===== config.mk =====
export PLATFORM = sky130hd
export DESIGN_NAME = alu_int_divider
export DESIGN_NICKNAME = d
export VERILOG_FILES = /design/src/rtl/alu_pkg.sv /design/src/rtl/alu_div_step.sv /design/src/rtl/alu_int_divider.sv
export SDC_FILE = /design/constraint.sdc
export NUM_CORES = 1
export LEC_CHECK = 0
export ABC_AREA = 1
export BUFFER_PORTS_ARGS = -buffer_cell sky130_fd_sc_hd__buf_2
export CORE_ASPECT_RATIO = 0.9
export CORE_MARGIN = 3
export CORE_UTILIZATION = 54
export DETAILED_ROUTE_END_ITERATION = 10
export GPL_ROUTABILITY_DRIVEN = 0
export PLACE_DENSITY_LB_ADDON = 0.2
export SYNTH_ARGS = -nofsm -noshare
export SYNTH_HDL_FRONTEND = slang
export SYNTH_HIERARCHICAL = 1
export SYNTH_SLANG_ARGS = --single-unit

===== constraint.sdc =====
create_clock -name clk -period 1.8 [get_ports clk]
set_input_delay 0 -clock clk [delete_from_list [all_inputs] [get_ports clk]]
set_output_delay 0 -clock clk [all_outputs]
set_load 0.1 [all_outputs]

===== src/rtl/alu_pkg.sv =====
// ----------------------------------------------------------------------------
// alu_pkg
// Shared definitions for the integer ALU blocks.
// Contents:
//   DATA_WIDTH_DEF   default signed operand/result width
//   op_e             operation encoding (DIV = quotient, MOD = remainder)
//   div_state_e      divider FSM states
//   MAX_POS/MAX_NEG  saturation limits at the default width
// ----------------------------------------------------------------------------
package alu_pkg;

   localparam int DATA_WIDTH_DEF = 8;

   typedef enum logic {
      OP_DIV = 1'b0,
      OP_MOD = 1'b1
   } op_e;

   typedef enum logic [1:0] {
      ST_IDLE,
      ST_CALC,
      ST_FIX
   } div_state_e;

   localparam logic [DATA_WIDTH_DEF-1:0] MAX_POS = {1'b0, {(DATA_WIDTH_DEF-1){1'b1}}};
   localparam logic [DATA_WIDTH_DEF-1:0] MAX_NEG = {1'b1, {(DATA_WIDTH_DEF-1){1'b0}}};

endpackage


===== src/rtl/alu_div_step.sv =====
// ----------------------------------------------------------------------------
// alu_div_step
// One combinational restoring-division iteration on unsigned magnitudes.
// Ports:
//   shifted   in   MW  partial remainder already shifted left with the next
//                      dividend bit appended
//   divisor   in   MW  divisor magnitude
//   rem_next  out  MW  remainder after the conditional subtract
//   qbit      out  1   quotient bit (1 when the subtract succeeded)
// ----------------------------------------------------------------------------
module alu_div_step #(
   parameter int MW = 9
) (
   input  logic [MW-1:0] shifted,
   input  logic [MW-1:0] divisor,
   output logic [MW-1:0] rem_next,
   output logic          qbit
);

   // One extra bit so the borrow of the trial subtract is visible.
   logic [MW:0] diff;

   assign diff     = {1'b0, shifted} - {1'b0, divisor};
   assign qbit     = ~diff[MW];
   assign rem_next = qbit ? diff[MW-1:0] : shifted;

endmodule


===== src/rtl/alu_int_divider.sv =====
// ----------------------------------------------------------------------------
// alu_int_divider
// Multi-cycle signed integer divider: IDLE -> CALC (DATA_WIDTH cycles) ->
// FIX (1 cycle) -> IDLE. Result, flags and done appear DATA_WIDTH+2 cycles
// after the cycle in which start is accepted.
// Build option: define ALU_DIV_MOD_EN to enable op=1 (remainder). Without it
// op is ignored and the quotient is always returned.
// Ports:
//   clk, rst_n   clock, asynchronous active-low reset
//   start        request, sampled only in IDLE
//   A, B         signed dividend / divisor
//   op           0 = DIV, 1 = MOD
//   Out          registered signed result
//   N, V, Z      registered negative / saturation-or-div-by-zero / zero flags
//   busy         high while an operation is in progress
//   done         one-cycle pulse when Out/N/V/Z are updated
// ----------------------------------------------------------------------------
module alu_int_divider
   import alu_pkg::*;
#(
   parameter int DATA_WIDTH = DATA_WIDTH_DEF
) (
   input  logic                  clk,
   input  logic                  rst_n,
   input  logic                  start,
   input  logic [DATA_WIDTH-1:0] A,
   input  logic [DATA_WIDTH-1:0] B,
   input  logic                  op,
   output logic [DATA_WIDTH-1:0] Out,
   output logic                  N,
   output logic                  V,
   output logic                  Z,
   output logic                  busy,
   output logic                  done
);

   localparam int MW = DATA_WIDTH + 1;
   localparam int CW = (DATA_WIDTH > 1) ? $clog2(DATA_WIDTH) : 1;
   localparam logic [DATA_WIDTH-1:0] MAX_P     = {1'b0, {(DATA_WIDTH-1){1'b1}}};
   localparam logic [DATA_WIDTH-1:0] MAX_N     = {1'b1, {(DATA_WIDTH-1){1'b0}}};
   localparam logic [DATA_WIDTH-1:0] MINUS_ONE = '1;
   localparam logic [CW-1:0]         LAST_CNT  = CW'(DATA_WIDTH - 1);

   div_state_e            state;
   logic [DATA_WIDTH-1:0] a_q;
   logic [DATA_WIDTH-1:0] b_q;
   logic [DATA_WIDTH-1:0] dvd_q;   // dividend bits shift out, quotient bits shift in
   logic [DATA_WIDTH-1:0] rem_q;   // always < divisor <= 2^(DATA_WIDTH-1)
   logic [MW-1:0]         dsr_q;
   logic [CW-1:0]         cnt_q;
`ifdef ALU_DIV_MOD_EN
   op_e                   op_q;
`endif

   logic [MW-1:0]         a_mag;
   logic [MW-1:0]         b_mag;
   logic [MW-1:0]         shifted;
   logic [MW-1:0]         rem_next;
   logic                  qbit;
   logic [DATA_WIDTH-1:0] quo_s;
   logic [DATA_WIDTH-1:0] fix_out;
   logic                  fix_v;
   logic                  a_neg;
   logic                  b_neg;

   // Magnitudes are one bit wider so |MAX_N| is representable.
   assign a_mag = A[DATA_WIDTH-1] ? (MW'(0) - {1'b1, A}) : {1'b0, A};
   assign b_mag = B[DATA_WIDTH-1] ? (MW'(0) - {1'b1, B}) : {1'b0, B};

   // |A| <= 2^(DATA_WIDTH-1) fits in the low bits, and the remainder never
   // reaches bit DATA_WIDTH, so those top bits carry no information.
   logic unused_bits;
`ifdef ALU_DIV_MOD_EN
   assign unused_bits = ^{a_mag[DATA_WIDTH], rem_next[DATA_WIDTH]};
`else
   assign unused_bits = ^{a_mag[DATA_WIDTH], rem_next[DATA_WIDTH], op};
`endif

   assign shifted = {rem_q, dvd_q[DATA_WIDTH-1]};

   alu_div_step #(
      .MW (MW)
   ) u_step (
      .shifted  (shifted),
      .divisor  (dsr_q),
      .rem_next (rem_next),
      .qbit     (qbit)
   );

   // Sign fix-up and the special cases, evaluated in the FIX cycle.
   always_comb begin
      // NOTE: every output of this block gets a default first, so no path leaves it unassigned and no latch is inferred.
      a_neg   = a_q[DATA_WIDTH-1];
      b_neg   = b_q[DATA_WIDTH-1];
      quo_s   = (a_neg ^ b_neg) ? (DATA_WIDTH'(0) - dvd_q) : dvd_q;
      fix_out = quo_s;
      fix_v   = 1'b0;
      if (b_q == '0) begin
         fix_out = a_neg ? MAX_N : MAX_P;
         fix_v   = 1'b1;
      end else if (a_q == MAX_N && b_q == MINUS_ONE) begin
         fix_out = MAX_P;
         fix_v   = 1'b1;
      end
`ifdef ALU_DIV_MOD_EN
      if (op_q == OP_MOD) begin
         // Remainder takes the dividend sign; MAX_N mod -1 falls out as 0.
         fix_out = a_neg ? (DATA_WIDTH'(0) - rem_q) : rem_q;
         fix_v   = 1'b0;
         if (b_q == '0) begin
            fix_out = a_q;
            fix_v   = 1'b1;
         end
      end
`endif
   end

   always_ff @(posedge clk or negedge rst_n) begin
      if (!rst_n) begin
         state <= ST_IDLE;
         a_q   <= '0;
         b_q   <= '0;
         dvd_q <= '0;
         rem_q <= '0;
         dsr_q <= '0;
         cnt_q <= '0;
`ifdef ALU_DIV_MOD_EN
         op_q  <= OP_DIV;
`endif
         Out   <= '0;
         N     <= 1'b0;
         V     <= 1'b0;
         Z     <= 1'b1;
         busy  <= 1'b0;
         done  <= 1'b0;
      end else begin
         // NOTE: state is updated with non-blocking assignments so every register samples pre-edge values.
         case (state)
            ST_IDLE: begin
               done <= 1'b0;
               if (start) begin
                  a_q   <= A;
                  b_q   <= B;
                  dvd_q <= a_mag[DATA_WIDTH-1:0];
                  dsr_q <= b_mag;
                  rem_q <= '0;
                  cnt_q <= '0;
`ifdef ALU_DIV_MOD_EN
                  op_q  <= op_e'(op);
`endif
                  busy  <= 1'b1;
                  state <= ST_CALC;
               end
            end
            ST_CALC: begin
               rem_q <= rem_next[DATA_WIDTH-1:0];
               dvd_q <= {dvd_q[DATA_WIDTH-2:0], qbit};
               cnt_q <= cnt_q + CW'(1);
               if (cnt_q == LAST_CNT) state <= ST_FIX;
            end
            ST_FIX: begin
               Out   <= fix_out;
               N     <= fix_out[DATA_WIDTH-1];
               V     <= fix_v;
               Z     <= (fix_out == '0);
               done  <= 1'b1;
               busy  <= 1'b0;
               state <= ST_IDLE;
            end
            default: state <= ST_IDLE;
         endcase
      end
   end

endmodule


* After elaboration in Yosys (flattened, before gate mapping)
Cells that the tools add are included.
** Cells by class
- Reduce and logical (&&, ||, !) cells :: 10
- Bitwise operators :: 2
- Eq/ne operators :: 7
- Mux-type cells :: 21
- Add/sub/neg operators :: 5
** Operators with widths (count)
- $mux 8 :: 8
- $pmux 8 s2 :: 2
- $eq 8x8->1 const B :: 2
- $logic_not 8->1 :: 2
- $sub 1x8->8 const A :: 2
- $sub 9x9->10 :: 1
- $mux 9 :: 1
- $sub 1x9->9 const A :: 1
- $reduce_and 2->1 :: 4
- $pmux 3 s2 :: 1
- $mux 2 :: 2
- $ne 2x2->1 const B :: 2
- $pmux 1 s2 :: 2
- $pmux 2 s2 :: 1
- $reduce_bool 2->1 :: 2
- $add 3x1->3 const B :: 1
- $eq 3x3->1 const B :: 1
- $mux 1 :: 3
- $mux 3 :: 1
- $eq 2x1->1 const B :: 1
- $eq 2x2->1 const B :: 1
- $logic_not 2->1 :: 1
- $logic_and 1x1->1 :: 1
- $not 1->1 :: 1
- $xor 1x1->1 :: 1
** Storage, ports and cells
- Input port bits :: 20
- Logic and storage cells :: 58
- Register bits after elaboration :: 59
- Output and inout bits :: 13

* Longest topological paths before layout
Gate-level depths: netlist of the first run.
- Depth after elaboration :: 5
- Depth in mapped cells :: 12
- Mapped depth without buffers :: 12

* Cells and area by module
Netlist of the first run, hierarchy kept.
** By module, submodules not included
- alu_int_divider :: seq. area each 1427.6 um2, cells an instance 348, instances 1, area an instance 2922.8 um2
- alu_div_step :: seq. area each 0.0 um2, cells an instance 122, instances 1, area an instance 737.0 um2

* Least setup slack after synthesis of the first run
Ideal clock, no wire load.
- Path kind :: reg2reg
- Start :: reg dvd_q[7]
- End :: reg rem_q[6]
- Library setup time :: 0.121 ns
- Data arrival time :: 1.713 ns
- Path buffers :: 0
- Period minus slack after synthesis :: 1.834 ns
- Required time :: 1.679 ns
- Stages on the path, launching flop included :: 13
- Path slack :: -0.034 ns
- Path through :: dfrtp_1 inv_1 ha_1 fa_1 inv_1 nand2_1 nand2_1 nand3b_1 nand2_1 nand2_1 nand3_2 nand2_1 a22o_1
** On the way
- Cells in the longest elaborated chain, start to end :: 3
** Ends and longest elaborated chain
- start: declaration :: RTL line alu_int_divider.sv:47 : logic [DATA_WIDTH-1:0] dvd_q;
- start signal: assignment :: RTL line alu_int_divider.sv:144 : dvd_q <= a_mag[DATA_WIDTH-1:0];
- start signal: assignment :: RTL line alu_int_divider.sv:157 : dvd_q <= {dvd_q[DATA_WIDTH-2:0], qbit};
- $sub 9x9->10 :: RTL line alu_div_step.sv:23 : assign diff = {1'b0, shifted} - {1'b0, divisor};
- $mux 8 :: RTL line alu_div_step.sv:25 : assign rem_next = qbit ? diff[MW-1:0] : shifted;
- net rem_next[6] :: RTL line alu_int_divider.sv:58 : logic [MW-1:0] rem_next;
- $pmux 8 s2 :: RTL line alu_int_divider.sv:138 : case (state)
- end signal: assignment :: RTL line alu_int_divider.sv:156 : rem_q <= rem_next[DATA_WIDTH-1:0];
- end: declaration :: RTL line alu_int_divider.sv:48 : logic [DATA_WIDTH-1:0] rem_q;
The timed path passes the listed nets, and every way through them passes these cells.
A chain may end at the register's enable or synchronous reset.

* Worst setup path in the final report of the first run
- Start :: reg rem_q[0]
- End :: reg rem_q[6]
** On the way
- Cells in the longest elaborated chain, start to end :: 3
** Ends and longest elaborated chain (RTL line)
- $sub 9x9->10 :: alu_div_step.sv:23
- $mux 8 :: alu_div_step.sv:25
- net rem_next[6] :: alu_int_divider.sv:58
- $pmux 8 s2 :: alu_int_divider.sv:138
The timed path passes the listed nets, and every way through them passes these cells.

==> qor.csv, run 1 <==
metric,value,unit
grt_max_degree,40,
clockBufferDepth,2,
syn-cell-area,3592,um^2
rows,27,
n_fill_cell,488,
syn_inst,456,
final-setup-viol-count,0,
antenna_cells,0,
end_kind,register,
fin_crit_sh,99.67,%
grt_usage,23.70,%
path_clk_slew,0.07,ns
finalCriticalPeriod,1.794,ns
detailed_place_hpwl,6070,um
portBuffers,31,
grt_first_pass_wirelength,14600,um
drt_iter0_markers,195,
crit_path_max_incr_delay,0.42,ns
ant_nets,0,
hp-start,A[2],
worst_pin_slew,0.4951,ns
worst_hold_path.num_cells,4,
viasPerCell,5.261,
p_leak,0.002353,uW
vias,3304,
dieArea,7668,um^2
finalMaxSlewViolations,0,
gr-total-overflow,0,
r2r-start,rem_q[0],
hold_path.class,primary input to register,
start_util,57.17,%
cp.arrival,2.01,ns
htree_levels,3,
nets,571,
vdd_drop_max,0.9090,mV
fmax,557.4,MHz
relSlewSlack,67.22,%
run_status,completed,
pin_count,33,
crit_path_start_kind,register,
syn_nets,491,
core,6284,um^2
crit_required,2.02,ns
crit_path_max_fanout,3,
clock_skew,0.008438,ns
critPathSlowestCell,dfrtp_1,
dieHeight,83.38,um
post_drt_wl_per_cell,13.78,um
path_cells,inv_1 > fa_2 > inv_2 > nand2_2 > nand2_2 > nand3b_1 > nand2_1 > nand2_1 > nand3_2 > nand2_1 > a22o_1,
whs,0.04251,ns
rsz0062_at_grt,yes,
finalHoldViolCount,0,
yosys_warnings,6,
reg2reg_to,rem_q[6],
insertion_delay,0.34,ns
numCtsBuffers,9,
drive_above_1_share,26.99,%
drc,0,
power_density,2207,nW/um^2
reg2regPathDepth,11,
worstSetupPathType,register to register,
synth_area_per_cell,7.878,um^2
utilization,73.30,%
cts.sinks,57,
area_growth,28.21,%
rrSetupSlack,0.006,ns
cpMostUsedCell,nand2_1,
first_pass_iters,5,
cts_tree,done,
whs_endpoint,dvd_q[7],
cts_root_buf,clkbuf_8,
antenna_found_initial,0,
drv_cap,0,
grt_pass1_vias,3257,
wirelength,8652,um
fp.dieW,91.97,um
==> where the power goes <==
group	switching (uW)	internal (uW)
Clock	523	950
Sequential	452	1860
Combinational	3850	2520
Total	4830	5340
==> flip-flops by register name (all words and copies together), names as in the netlist <==
| signal | cells |
|---|---|
| b_q | 8 |
| dsr_q | 8 |
| Out | 8 |
| cnt_q | 3 |
| Z | 1 |
| a_q | 8 |
| state | 2 |
| V | 1 |
| dvd_q | 8 |
| busy | 1 |
| done | 1 |
| rem_q | 8 |
==> per-layer routing <==
layer / up-vias / global-route usage (%) / wire length [um]
li1: 1636 / - / -
met1: 1540 / 30.84 / 4079
met4: 0 / 9.042 / 165
met3: 23 / 5.435 / 412
met2: 105 / 38.40 / 3994
met5: - / 0 / 0
==> layout make-up <==
class | count | area [um^2] | share of cell area [%]
Multi-Input combinational cell | 312 | 1954 | 42.43
Sequential cell | 57 | 1428 | 31.00
Timing Repair Buffer | 78 | 576.8 | 12.52
Inverter | 78 | 295.3 | 6.411
Clock buffer | 10 | 137.6 | 2.988
Tap cell | 87 | 108.9 | 2.363
Clock inverter | 6 | 105.1 | 2.282
==> stage by stage <==
| step | setup TNS, ns | setup slack [ns] | instances | area (um^2) | total power, uW |
|---|---|---|---|---|---|
| 6_report | 0 | 0.005944 | 628 | 4606 | 10160 |
| 5_1_grt | -0.3118 | -0.09376 | 628 | 4606 | 10970 |
| 4_1_cts | 0 | 0.003557 | 621 | 4462 | 9671 |
| 3_5_place_dp | -0.06731 | -0.02609 | 585 | 3971 | 7891 |
| 3_3_place_gp | 0 | 0.02538 | 585 | 3971 | 7709 |
| 2_1_floorplan | 0 | 0.03700 | 456 | 3595 | 6689 |
==> cells in the final DEF, fill, tap and decap left out, drive strengths merged, types with 5 or more instances in the layout <==
cell type and instances:
ha 14, dfrtp 56, a22oi 5, nand3 29, clkbuf 10, nand2 131
a22o 10, buf 62, nand4 6, a21oi 11, nor3 5, nor2 35
o21ai 33, inv 77, dlygate4sd3 16
==> worst max-delay path: cells and delay by family (launching register included) <==
kind	cells	cell delay, ns
DFF	1	0.42
AOI/OAI and AO/OA	1	0.20
adders and majority gates	1	0.41
and+or+nand+nor	7	0.47
buffers and inverters	2	0.17
==> worst max path at each step <==
stage	startpoint	to	slack, ns	depth (start not counted)
after floorplan	dvd_q[7]	rem_q[6]	0.04	12
after global placement	dvd_q[7]	rem_q[6]	0.03	12
after detailed placement	rem_q[3]	rem_q[2]	-0.03	10
after CTS	rem_q[3]	rem_q[0]	0.004	10
after global routing	dvd_q[7]	rem_q[6]	-0.09	12
final	rem_q[0]	rem_q[6]	0.006	11
==> repair_timing <==
action | CTS | global route
gates resized for setup | 9 | 22
hold endpoints to repair | 38 | 0
setup endpoints to repair | 6 | 10
hold buffers | 16 | 0
setup buffers | 3 | 7
cloned | 1 | 0
pin swaps | 7 | 17
No activity file was read; power rests on OpenSTA's default activity.
==> run 2, diff against run 1 <==
--- a/config.mk
+++ b/config.mk
@@ -9,7 +9,7 @@
 export BUFFER_PORTS_ARGS = -buffer_cell sky130_fd_sc_hd__buf_2
 export CORE_ASPECT_RATIO = 0.9
 export CORE_MARGIN = 3
-export CORE_UTILIZATION = 54
+export CORE_UTILIZATION = 60
 export DETAILED_ROUTE_END_ITERATION = 10
 export GPL_ROUTABILITY_DRIVEN = 0
 export PLACE_DENSITY_LB_ADDON = 0.2
==> constraint.sdc (replaced) <==
create_clock -name clk -period 2.35 [get_ports clk]
set_input_delay 0 -clock clk [delete_from_list [all_inputs] [get_ports clk]]
set_output_delay 0 -clock clk [all_outputs]
set_load 0.1 [all_outputs]
==> qor.csv, run 2 (synthesis results as in run 1) <==
metric,value,unit
crit_path_start_kind,register,
p_sw_share,48.94,%
detailed_place_hpwl,5790,um
cts_tree,done,
run_status,completed,
ctsResizeCount,0,
fmax,468.8,MHz
cts.sinks,57,
wirelength,8157,um
antenna_cells,0,
finalMaxSlewViolations,0,
path_clk_slew,0.07,ns
power_density,1645,nW/um^2
insertion_delay,0.34,ns
final-setup-viol-count,0,
ant_nets,0,
final_cell_mix,"122 x nand2_1, 75 x inv_1, 56 x dfrtp_1",
htree_levels,3,
numCtsBuffers,9,
grt_usage,25.81,%
relSlewSlack,52.45,%
start_util,62.74,%
drc,0,
whs,0.01535,ns
core,5725,um^2
cts_root_buf,clkbuf_8,
dieArea,6953,um^2
fin_crit_sh,90.77,%
vias,3162,
grt_first_pass_wirelength,13980,um
drv_cap,0,
end_kind,register,
final_common_cell,nand2_1,
rows,26,
vdd_drop_max,0.9830,mV
pwr-share-seq,25.4,%
worstSetupPathType,register to register,
gr-total-overflow,0,
rsz0062_at_grt,no,
dpl_cell_area,3817,um^2
clockBufferDepth,2,
dieHeight,79.41,um
crit_path_max_fanout,19,
portBuffers,31,
fin_tns_setup,0,ns
combPwrFrac,59.0,%
worst_pin_slew,0.7133,ns
cts_setup_buffers,0,
p_clk_share,15.6,%
finalCriticalPeriod,2.133,ns
cp.arrival,2.41,ns
cts_hold_buffers,16,
n_fill_cell,462,
viasPerCell,5.396,
reg2regPathDepth,7,
drt_iter0_markers,133,
p_switching,3395,uW
p_int,3542,uW
first_pass_iters,4,
clock_skew,0.01085,ns
worst_hold_path.num_cells,3,
grt_max_degree,58,
p_leak,0.002199,uW
pin_count,33,
crit_required,2.62,ns
antenna_found_initial,0,
fp.dieW,87.56,um
area_growth,17.38,%
post_drt_wl_per_cell,13.92,um
hold_path.class,primary input to register,
nets,546,
finalHoldViolCount,0,
final_area,4217,um^2
drive_above_1_share,18.22,%
grt_pass1_vias,3122,
-- run 2: power by group through the flow --
| stage | clock (uW) | combinational (uW) | sequential (uW) |
|---|---|---|---|
| after CTS | 1090 | 4070 | 1760 |
| final | 1080 | 4090 | 1760 |
| after floorplan | 0 | 2910 | 2210 |
| after detailed placement | 0 | 4030 | 1770 |
| after global routing | 1140 | 4580 | 1820 |
| after global placement | 0 | 3900 | 1750 |
-- run 2: final cells by class --
cell class	count	area, um^2	area share [%]
multi-input cells	311	1799	42.67
flip-flops and latches	57	1428	33.86
repair buffers	54	367.9	8.724
inverters	78	295.3	7.003
clock buffers	12	165.2	3.917
well taps	70	87.58	2.077
clock inverters	4	73.82	1.751
-- run 2: per-stage QoR --
| step | std cells | utilization [%] | setup WS [ns] | power, uW |
|---|---|---|---|---|
| 2_1_floorplan | 456 | - | 0.5370 | 5120 |
| 3_3_place_gp | 554 | 66.67 | 0.3891 | 5653 |
| 3_5_place_dp | 554 | 66.67 | 0.3349 | 5796 |
| 4_1_cts | 586 | 73.65 | 0.2253 | 6921 |
| 5_1_grt | 586 | 73.65 | 0.08939 | 7534 |
| 6_report | 586 | 73.65 | 0.2170 | 6937 |
-- run 2: worst max-delay path: stages, from the launching register on --
cell	delay (ns)
dfrtp_1	0.38
inv_1	0.11
nand2_1	0.10
nor2_4	0.17
buf_4	0.26
nand2_2	0.15
o41ai_1	0.30
dlygate4sd3_1	0.58
-- run 2: final timing paths --
kind                          start  endpoint  slack [ns]
setup / recovery           state[0]  dsr_q[7]        0.22
hold / removal                 A[1]    a_q[1]        0.02
setup reg to reg           state[0]  dsr_q[7]        0.22
hold reg to reg              Out[0]    Out[0]        0.47
max in group asynchronous     rst_n    a_q[5]        1.53
min in group asynchronous     rst_n  dsr_q[8]        0.33
-- run 2: routing by layer --
layer	global-route usage (%)	routed length, um
met5	0	0
met3	5.160	336
met1	32.62	3693
met2	43.30	3966
met4	9.969	160
==> run 3, diff against run 2 <==
==> constraint.sdc (replaced) <==
create_clock -name clk -period 2.1 [get_ports clk]
set_input_delay 0 -clock clk [delete_from_list [all_inputs] [get_ports clk]]
set_output_delay 0 -clock clk [all_outputs]
set_load 0.1 [all_outputs]
==> qor.csv, run 3 (synthesis results as in run 1) <==
metric,value,unit
detailed_place_hpwl,5704,um
final_cell_mix,"122 x nand2_1, 75 x inv_1, 56 x dfrtp_1",
antenna_found_initial,0,
crit_path_start,state[0],
core,5725,um^2
p_int,3930,uW
worst_pin_slew,0.7085,ns
dieHeight,79.41,um
first_pass_iters,5,
fin_cells,591,
relSlewSlack,52.76,%
clock_skew,0.009611,ns
cts.sinks,57,
reg2reg_to,dsr_q[7],
rows,26,
p_switching,3783,uW
combPwrFrac,60.2,%
grt_usage,25.70,%
post_drt_wl_per_cell,14.08,um
cts_tree,done,
finalCriticalPeriod,1.992,ns
portBuffers,31,
finalMaxSlewViolations,0,
rrSetupSlack,0.11,ns
fin_tns_setup,0,ns
vdd_drop_max,1.192,mV
pin_count,33,
crit_required,2.37,ns
drc,0,
drv_cap,0,
fmax,502.1,MHz
nets,552,
dp_slack,0.1641,ns
r2r-start,state[0],
p_leak,0.002215,uW
vias,3249,
setup_ws,0.1082,ns
htree_levels,3,
hold_path.class,primary input to register,
p_sw_share,49.05,%
reg2regPathDepth,6,
multi_input_area,1813,um^2
grt_pass1_vias,3053,
finalHoldViolCount,0,
whs,0.03165,ns
antenna_cells,0,
wirelength,8321,um
dpl_cell_area,3810,um^2
grt_max_degree,58,
viasPerCell,5.497,
cts_root_buf,clkbuf_8,
fin_crit_sh,94.85,%
pwr-share-seq,25.4,%
dp_cells,553,
p_clk_share,14.5,%
end_kind,register,
grt_first_pass_wirelength,13920,um
ant_nets,0,
start_util,62.74,%
gr-total-overflow,0,
clockBufferDepth,2,
insertion_delay,0.33,ns
dieArea,6953,um^2
final_common_cell,nand2_1,
numCtsBuffers,9,
crit_end,dsr_q[7],
n_fill_cell,445,
crit_path_max_fanout,7,
drt_iter0_markers,216,
area_growth,18.15,%
final_area,4244,um^2
register_area,1428,um^2
power_density,1817,nW/um^2
crit_path_start_kind,register,
run_status,completed,
path_clk_slew,0.07,ns
cp.arrival,2.26,ns
fp.dieW,87.56,um
drive_above_1_share,19.39,%
final-setup-viol-count,0,
worstSetupPathType,register to register,
-- run 3: changes by cell type in the layout (fill, tap and decap cells not counted), sizes merged --
cell | previous run | this run
clkinvlp | 0 | 2
clkbuf | 12 | 10
clkinv | 3 | 2
dlygate4sd3 | 16 | 15
nor2 | 35 | 36
buf | 38 | 44
-- run 3: power by group through the flow --
stage / logic, uW / registers (uW) / clock network [uW]
floorplan: 3250 / 2480 / 0
global placement: 4380 / 1940 / 0
detailed placement: 4480 / 1960 / 0
CTS: 4550 / 1950 / 1140
global route: 5210 / 2020 / 1190
finish: 4640 / 1960 / 1120
-- run 3: worst min-delay path by stage --
stage / startpoint / end / depth (start not counted)
finish: A[1] / a_q[1] / 3
detailed placement: rst_n / done / 2
global placement: rst_n / rem_q[7] / 2
CTS: A[1] / a_q[1] / 3
floorplan: rst_n / Out[0] / 0
global route: A[1] / a_q[1] / 3
-- run 3: layout make-up --
class                           count  area share, %
Inverter                           78          6.958
Multi-Input combinational cell    312          42.72
Clock inverter                      5          1.887
Clock buffer                       10          3.243
Sequential cell                    57          33.64
Tap cell                           70          2.064
Timing Repair Buffer               59          9.493
-- run 3: worst max-delay path, cell delays in order, from the launching register on --
cell           delay, ns
dfrtp_1             0.38
inv_1               0.11
nand2_1             0.16
nor2_4              0.25
nand2_2             0.16
o41ai_2             0.30
dlygate4sd3_1       0.59
-- run 3: what timing repair did --
| action | in CTS | in global routing |
|---|---|---|
| setup endpoints to repair | 0 | 1 |
| endpoints found under the hold margin | 73 | 0 |
| hold buffers | 15 | 0 |
| buffers inserted | 0 | 7 |
| gates resized for setup | 0 | 1 |
-- run 3: routing by layer --
layer	up-vias	track usage (%)	part of all wire, %
met1	1515	34.38	45
met5	-	0	0
met4	0	10.28	2.2
met3	22	5.263	5.4
li1	1594	-	-
met2	118	40.74	47
-- run 3: metrics by stage --
stage | util, % | power, uW
2_1_floorplan | - | 5729
3_3_place_gp | 66.54 | 6322
3_5_place_dp | 66.54 | 6443
4_1_cts | 72.97 | 7635
5_1_grt | 74.13 | 8423
6_report | 74.13 | 7712
